### src/rtl/pair_packer_pkg.sv
// Shared constants, FSM state type and pair placement helper for pair_packer.
package pair_packer_pkg;

    localparam int ORDER_LSB_FIRST = 0;
    localparam int ORDER_MSB_FIRST = 1;

    typedef enum logic {
        FILL       = 1'b0,
        FLUSH_PEND = 1'b1
    } state_t;

    function automatic int pair_lo_index(input int k, input int word_w, input int order);
        return (order == ORDER_MSB_FIRST) ? (word_w - 2 - 2 * k) : (2 * k);
    endfunction

endpackage

### src/rtl/pair_slot_reg.sv
// Single-entry output holding register for pair_packer words with valid/ready.
// PAIR_PACKER_PARITY_EN adds a registered parity bit alongside the word.
module pair_slot_reg #(
    parameter int WORD_W = 8,
    parameter int CNT_W  = 3
) (
    input  logic              clk,
    input  logic              rst,
    input  logic              load,
    input  logic [WORD_W-1:0] load_word,
    input  logic [CNT_W-1:0]  load_cnt,
    input  logic              out_ready,
    output logic              out_valid,
    output logic [WORD_W-1:0] out_word,
    output logic [CNT_W-1:0]  out_cnt,
`ifdef PAIR_PACKER_PARITY_EN
    output logic              out_par,
`endif
    output logic              slot_free
);

    assign slot_free = !out_valid || out_ready;

    // Word and count only change on load, so they hold steady under backpressure.
    always_ff @(posedge clk) begin
        if (rst) begin
            out_valid <= 1'b0;
            out_word  <= '0;
            out_cnt   <= '0;
        end else if (load) begin
            out_valid <= 1'b1;
            out_word  <= load_word;
            out_cnt   <= load_cnt;
        end else if (out_ready) begin
            out_valid <= 1'b0;
        end
    end

`ifdef PAIR_PACKER_PARITY_EN
    always_ff @(posedge clk) begin
        if (rst) begin
            out_par <= 1'b0;
        end else if (load) begin
            out_par <= ^load_word;
        end
    end
`endif

endmodule

### src/rtl/pair_packer.sv
// Packs 2-bit pairs into WORD_W-bit words; FLUSH emits a partial word.
// PAIR_PACKER_PARITY_EN adds out_par = XOR of out_word.
//   state      | meaning
//   FILL       | accepting pairs into acc
//   FLUSH_PEND | partial word waiting for the output slot, input stalled
module pair_packer
    import pair_packer_pkg::*;
#(
    parameter int WORD_W = 8,
    parameter int ORDER  = ORDER_LSB_FIRST
) (
    input  logic                          clk,
    input  logic                          rst,
    input  logic                          in_valid,
    output logic                          in_ready,
    input  logic [1:0]                    in_pair,
    input  logic                          flush,
    output logic                          out_valid,
    input  logic                          out_ready,
    output logic [WORD_W-1:0]             out_word,
`ifdef PAIR_PACKER_PARITY_EN
    output logic                          out_par,
`endif
    output logic [$clog2(WORD_W/2):0]     out_cnt
);

    localparam int NP  = WORD_W / 2;
    localparam int CW  = $clog2(NP);
    localparam int OCW = CW + 1;
    localparam logic [CW-1:0] LAST = CW'(NP - 1);

    state_t            state;
    logic [WORD_W-1:0] acc;
    logic [WORD_W-1:0] acc_next;
    logic [CW-1:0]     cnt;
    logic [OCW-1:0]    eff_cnt;
    logic              accept;
    logic              full;
    logic              slot_free;
    logic              load;

    assign in_ready = (state == FILL) && !(cnt == LAST && !slot_free);
    assign accept   = in_valid && in_ready;
    assign full     = accept && (cnt == LAST);
    assign eff_cnt  = {1'b0, cnt} + OCW'(accept);

    always_comb begin
        acc_next = acc;
        for (int k = 0; k < NP; k++) begin
            if (accept && cnt == CW'(k)) begin
                acc_next[pair_lo_index(k, WORD_W, ORDER) +: 2] = in_pair;
            end
        end
    end

    // In FLUSH_PEND nothing is accepted, so acc_next/eff_cnt are just acc/cnt.
    always_comb begin
        load = 1'b0;
        case (state)
            FILL:       load = full || (flush && eff_cnt != '0 && slot_free);
            FLUSH_PEND: load = slot_free;
            default:    load = 1'b0;
        endcase
    end

    always_ff @(posedge clk) begin
        if (rst) begin
            state <= FILL;
            acc   <= '0;
            cnt   <= '0;
        end else begin
            case (state)
                FILL: begin
                    if (load) begin
                        acc <= '0;
                        cnt <= '0;
                    end else if (flush && eff_cnt != '0) begin
                        acc   <= acc_next;
                        cnt   <= eff_cnt[CW-1:0];
                        state <= FLUSH_PEND;
                    end else if (accept) begin
                        acc <= acc_next;
                        cnt <= cnt + CW'(1);
                    end
                end
                FLUSH_PEND: begin
                    if (load) begin
                        acc   <= '0;
                        cnt   <= '0;
                        state <= FILL;
                    end
                end
                default: state <= FILL;
            endcase
        end
    end

    pair_slot_reg #(
        .WORD_W(WORD_W),
        .CNT_W (OCW)
    ) u_slot (
        .clk       (clk),
        .rst       (rst),
        .load      (load),
        .load_word (acc_next),
        .load_cnt  (eff_cnt),
        .out_ready (out_ready),
        .out_valid (out_valid),
        .out_word  (out_word),
        .out_cnt   (out_cnt),
`ifdef PAIR_PACKER_PARITY_EN
        .out_par   (out_par),
`endif
        .slot_free (slot_free)
    );

endmodule

### config.mk
export PLATFORM = sky130hd
export DESIGN_NAME = pair_packer
export DESIGN_NICKNAME = d
export VERILOG_FILES = /design/src/rtl/pair_packer_pkg.sv /design/src/rtl/pair_slot_reg.sv /design/src/rtl/pair_packer.sv
export SDC_FILE = /design/constraint.sdc
export NUM_CORES = 1
export LEC_CHECK = 0
export BUFFER_PORTS_ARGS = -buffer_cell sky130_fd_sc_hd__buf_2
export CAP_MARGIN = 20
export CORE_MARGIN = 10
export CORE_UTILIZATION = 45
export CTS_CLUSTER_DIAMETER = 40
export CTS_CLUSTER_SIZE = 40
export DETAILED_ROUTE_END_ITERATION = 7
export GPL_TIMING_DRIVEN = 0
export MAX_ROUTING_LAYER = met4
export PLACE_DENSITY = 0.72
export REMOVE_ABC_BUFFERS = 1
export SYNTH_ARGS = -nofsm -noshare
export SYNTH_HDL_FRONTEND = slang
export SYNTH_HIERARCHICAL = 1
export SYNTH_SLANG_ARGS = --single-unit
### constraint.sdc
create_clock -name clk -period 2.85 [get_ports clk]
set_clock_uncertainty 0.1 [all_clocks]
set_input_delay 0.1425 -clock clk [delete_from_list [all_inputs] [get_ports clk]]
set_output_delay 0.1425 -clock clk [all_outputs]
set_load 0.005 [all_outputs]
Yosys cells after proc, flatten, opt, wreduce, memory -nomap -nowiden:

Cells that the tools add are included.

* flip-flop bits (word level): 23
* output and inout port bits: 13
* input port bits: 7

* bitwise logic cells: 1
* equality and inequality tests: 5
* multiplexer cells: 21
* add/subtract/negate cells: 2
* reduce and logical (&&, ||, !) cells: 18

Operators with widths (count)
* two-way mux 8 bit: 4
* two-way mux 2 bit: 8
* one-hot mux 8 bit (2 select lines): 1
* logical AND 1 bit: 9
* two-way mux 1 bit: 5
* == test 2 bit (second input constant): 2
* != test 4 x 3 -> 1 bit (second input constant): 1
* one-hot mux 1 bit (2 select lines): 2
* one-hot mux 2 bit (2 select lines): 1
* adder 2 x 1 -> 3 bit: 1
* zero test 1 bit: 3
* nonzero test 3 bit: 1
* adder 2 x 1 -> 2 bit (second input constant): 1
* == test 2 x 1 -> 1 bit (second input constant): 1
* zero test 2 bit: 1
* logical OR 1 bit: 2
* != test 2 x 1 -> 1 bit (second input constant): 1
* AND reduction 2 bit: 1
* nonzero test 2 bit: 1
* NOT 1 bit: 1

Longest topological paths before layout:

* depth after elaboration: 15
* depth in mapped cells: 13
* depth with buffers taken out: 10

Hierarchy:

Netlist, hierarchy kept.

Modules (own cells, without submodules)
* pair_packer: area an instance 782.0 sq um, times used 1, cells each 76
* pair_slot_reg: area an instance 422.9 sq um, times used 1, cells each 39

Least setup slack after synthesis:

OpenSTA, ideal clock, no wires.

* path kind: reg-to-reg
* from: register cnt[0]
* to: register acc[0]
* data required time: 2689 ps
* data arrival time: 2479 ps
* slack: 210 ps
* stages on the path, launching flop included: 11
* library setup time: 61 ps
* period minus slack after synthesis: 2640 ps
* cell sequence: dfxtp_1 ha_1 nor2b_2 buf_12 nor2_1 ha_1 ha_1 o31a_1 or3_4 a21oi_4 a32o_1

* cells in the longest elaborated chain, start to end: 13
* elaborated cells between the ends (all ways): 22
* those cells by class: add/sub (1); eq/ne (3); mux (6); reduce/logical (12)

Ends and longest elaborated chain
* start, declared: RTL line pair_packer.sv:35 `logic [CW-1:0] cnt;`
* start signal, assigned: RTL line pair_packer.sv:79 `cnt <= eff_cnt[CW-1:0];`
* start signal, assigned: RTL line pair_packer.sv:83 `cnt <= cnt + CW'(1);`
* == test 2 bit: RTL line pair_packer.sv:42 `assign in_ready = (state == FILL) && !(cnt == LAST && !slot_free);`
* logical AND 1 bit: RTL line pair_packer.sv:42
* zero test 1 bit: RTL line pair_packer.sv:42
* logical AND 1 bit: RTL line pair_packer.sv:42
* logical AND 1 bit: RTL line pair_packer.sv:43 `assign accept = in_valid && in_ready;`
* adder 2 x 1 -> 3 bit (*): RTL line pair_packer.sv:45 `assign eff_cnt = {1'b0, cnt} + OCW'(accept);`
* via eff_cnt[1]: RTL line pair_packer.sv:36 `logic [OCW-1:0] eff_cnt;`
* nonzero test 3 bit (*): RTL line pair_packer.sv:60, pair_packer.sv:77
* logical AND 1 bit (*): RTL line pair_packer.sv:60, pair_packer.sv:77
* logical AND 1 bit: RTL line pair_packer.sv:60 `FILL: load = full || (flush && eff_cnt != '0 && slot_free);`
* logical OR 1 bit: RTL line pair_packer.sv:60
* one-hot mux 1 bit (2 select lines): RTL line pair_packer.sv:59 `case (state)`
* != test 4 x 3 -> 1 bit (no source line), or another cell as far along
* AND reduction 2 bit (no source line) / one-hot mux 8 bit (2 select lines) (equally long branches)
* end signal, assigned: RTL line pair_packer.sv:78 `acc <= acc_next;`
* end signal, assigned: RTL line pair_packer.sv:82 `acc <= acc_next;`
* end, declared: RTL line pair_packer.sv:33 `logic [WORD_W-1:0] acc;`

Mark *: on every way through the listed nets, which the timed path passes. The rest lies on a longest branch. The select of a mux whose other input is x is not followed.
A chain may end at the register's enable or synchronous reset.

Worst setup path in the final report:

* from: register cnt[1]
* to: register acc[1]

The elaborated chain is that of the path after synthesis.

==> impl_metrics.toml <==
[min_path]
hold_end = "acc[3]$_SDFFE_PP0P_"
hold_start = "in_pair[1]"
hold_depth = 2
min_path_type = "input pin to flop"

[synthesis]
synthTopCellsByArea = "dfxtp_1, mux2i_1, mux2_2"
ys_top_cells_by_count = "dfxtp_1, nor2_1, mux2i_1"
synth_top_area_share_pct = 38.2
async_reset_ff_share_pct = 0
synth_edf_count = 0
synth_area_leader_cell = "dfxtp_1"
synth_cell_types = 36
synth-seq-area-share_pct = 38.2
avgSynthCellArea_um2 = 10.5
yosysMostFrequentCell = "dfxtp_1"
ys.flop_type = "dfxtp_1"
syn_area_um2 = 1200
synth_warnings = 6
synth-seq-cells = 23
synth_cells = 115

[detailed_routing]
dr.max_layer_used = "met4"
ant_nets = 0
avgViaCountPerCell = 5.67
dr_wl_met3_um = 134
wirelength_mm = 2.77
firstDrtPassIters = 4
routedWlPerCell_um = 16.4
vias = 958
drtIter0Drc = 84
wl_met2_mm = 1.31
drc_errors = 0
wl_met1_mm = 1.27

[place]
hpwl_mm = 1.96
gp_congestion = 0.808
place_ws_ps = -432
io_buffers = 19

[floorplanning]
start_util_pct = 47.8
die-height_um = 71.7
boundaryPins = 20
chipWidth_um = 71.7
row_count = 18
dieArea_um2 = 5150
core_area_um2 = 2520

[finish]
diodes = 0
finalNetCount = 153
fillers = 250
syn_to_final_growth_pct = 14.5
post_route_cells_drive_above_1_share_pct = 37.4

[cts]
cts.reportedPaths.clkPinSlew_ps = 140
cts_tree = "yes"
clk_latency_ps = 320
root_buffer = "clkbuf_4"
ctsHoldBuffers = 0
h-tree-depth = 1
cts_sinks = 23
cts_max_path_buffers = 2
cts_buffers = 3

[timing]
setup_tns_ps = 0
slew_viol_final = 0
finalHoldViolations = 0
worst_slack_ps = 149
max_freq_mhz = 370
slew_headroom_pct = 69.3
min_period_over_period_pct = 94.8
rsz0062_at_grt = "no"
period_minus_slack_ps = 2700
worst_pin_slew_ps = 456
setup_viol = 0

[worst_setup_path]
cp-start-kind = "flop"
endpoint_kind = "flop"
critical_path_class = "flop to flop"
reg2reg_depth = 9
reg2reg_slack_ps = 150
timing.rr.end = "acc[1]$_SDFFE_PP0P_"
cp.arrival_ps = 2860
cp_max_fo = 8
rr_startpoint = "cnt[1]$_SDFFE_PP0P_"
cp.required_ps = 3000

[global_route]
grt_pass1_vias = 975
grt_start_max_net_pins = 18
antenna_found_initial = 0
grt.total_usage_pct = 10.8
grt_remaining_overflow = 0
grt_first_pass_wirelength_mm = 4.61

[pwr]
p_per_area_nw_per_um2 = 663
ir_worst_vdd_uv = 395
p_leak_nw = 0.599
finalPower_mw = 0.915

[run_status]
run_status = "completed"

[run]
drv_cap = 0
-- routing by layer --
metal,track usage [%],up-vias
met5,-,-
met1,12.4,450
met2,17.6,26
met3,2.48,6
li1,-,476
met4,4.52,0
-- cell type report --
class                           count  area, µm²  share of cell area, %
Multi-Input combinational cell     83        694                   50.3
Sequential cell                    23        467                   33.8
Tap cell                           30       37.5                   2.72
Clock buffer                        4       26.3                   1.90
Timing Repair Buffer               25        140                   10.2
Inverter                            4       15.0                   1.09
-- stage by stage --
step / utilization [%] / instance area (µm²) / hold WS (ps) / cells
5_1_grt: 54.7 / 1380 / 76.8 / 169
4_1_cts: 53.5 / 1350 / 48.7 / 166
3_3_place_gp: 51.1 / 1290 / 346 / 159
3_5_place_dp: 51.1 / 1290 / 361 / 159
2_1_floorplan: - / 1160 / 112 / 110
6_report: 54.7 / 1380 / 51.4 / 169
-- sequential cells by signal, summed over array words and instances (netlist names) --
signal and count:
acc 8, u_slot/out_cnt 3, cnt 2, u_slot/out_valid 1
state 1, u_slot/out_word 8
-- worst max-delay path: stages (launching register included) --
cell     delay (ps)
dfxtp_2         400
ha_1            210
nor2b_4         170
nor2_1           70
ha_1            180
ha_1            320
o31a_1          330
or3_4           380
a21oi_4         270
a32o_1          200
-- timing repair --
action                                  in CTS  in global routing
endpoints found under the setup margin      22                 19
pin swaps                                    1                  2
resized for setup                            4                  4
setup buffers                                3                  3
-- cells in the final DEF, fill, tap and decap left out, types with 2 or more instances in the layout --
cell type,instances
dfxtp_1,20
clkbuf_4,3
o21ai_0,2
mux2i_1,12
inv_1,4
o22ai_1,3
buf_4,6
nand2b_2,2
buf_2,19
dfxtp_2,2
mux2_2,8
nor2_1,16
a22o_1,2
nor3_1,3
nor3b_2,3
a21oi_1,3
a32o_1,6
ha_1,6
-- kinds of logic (layout without fill, tap and decap cells) --
logic type	count (synthesis)	count (layout)	share of synthesized area, %
AO/OA/AOI/OAI	25	25	17.3
flip-flops	23	23	38.2
buffers and inverters	9	33	5.19
multiplexers	20	20	17.4
AND/OR/NAND/NOR	32	32	15.6
adder cells (fa/ha/maj)	6	6	6.23
-- report_power, final --
group          internal, mW  leakage (nW)  switching [mW]
combinational         0.184         0.396           0.190
sequential            0.358         0.188          0.0280
clock                0.0547        0.0150           0.100
-- how the worst max path moves through the flow --
stage                             start                              end  slack (ps)  cells past startpoint
floorplan           cnt[0]$_SDFFE_PP0P_   u_slot/out_cnt[0]$_SDFFE_PP0P_          80                     10
global placement    cnt[0]$_SDFFE_PP0P_  u_slot/out_word[1]$_SDFFE_PP0P_        -290                     10
detailed placement  cnt[0]$_SDFFE_PP0P_  u_slot/out_word[4]$_SDFFE_PP0P_        -430                     10
CTS                    state$_SDFF_PP0_              acc[1]$_SDFFE_PP0P_          40                      8
global route        cnt[1]$_SDFFE_PP0P_              acc[5]$_SDFFE_PP0P_           8                      9
finish              cnt[1]$_SDFFE_PP0P_              acc[1]$_SDFFE_PP0P_         150                      9
(Power assumes the default switching activity.)
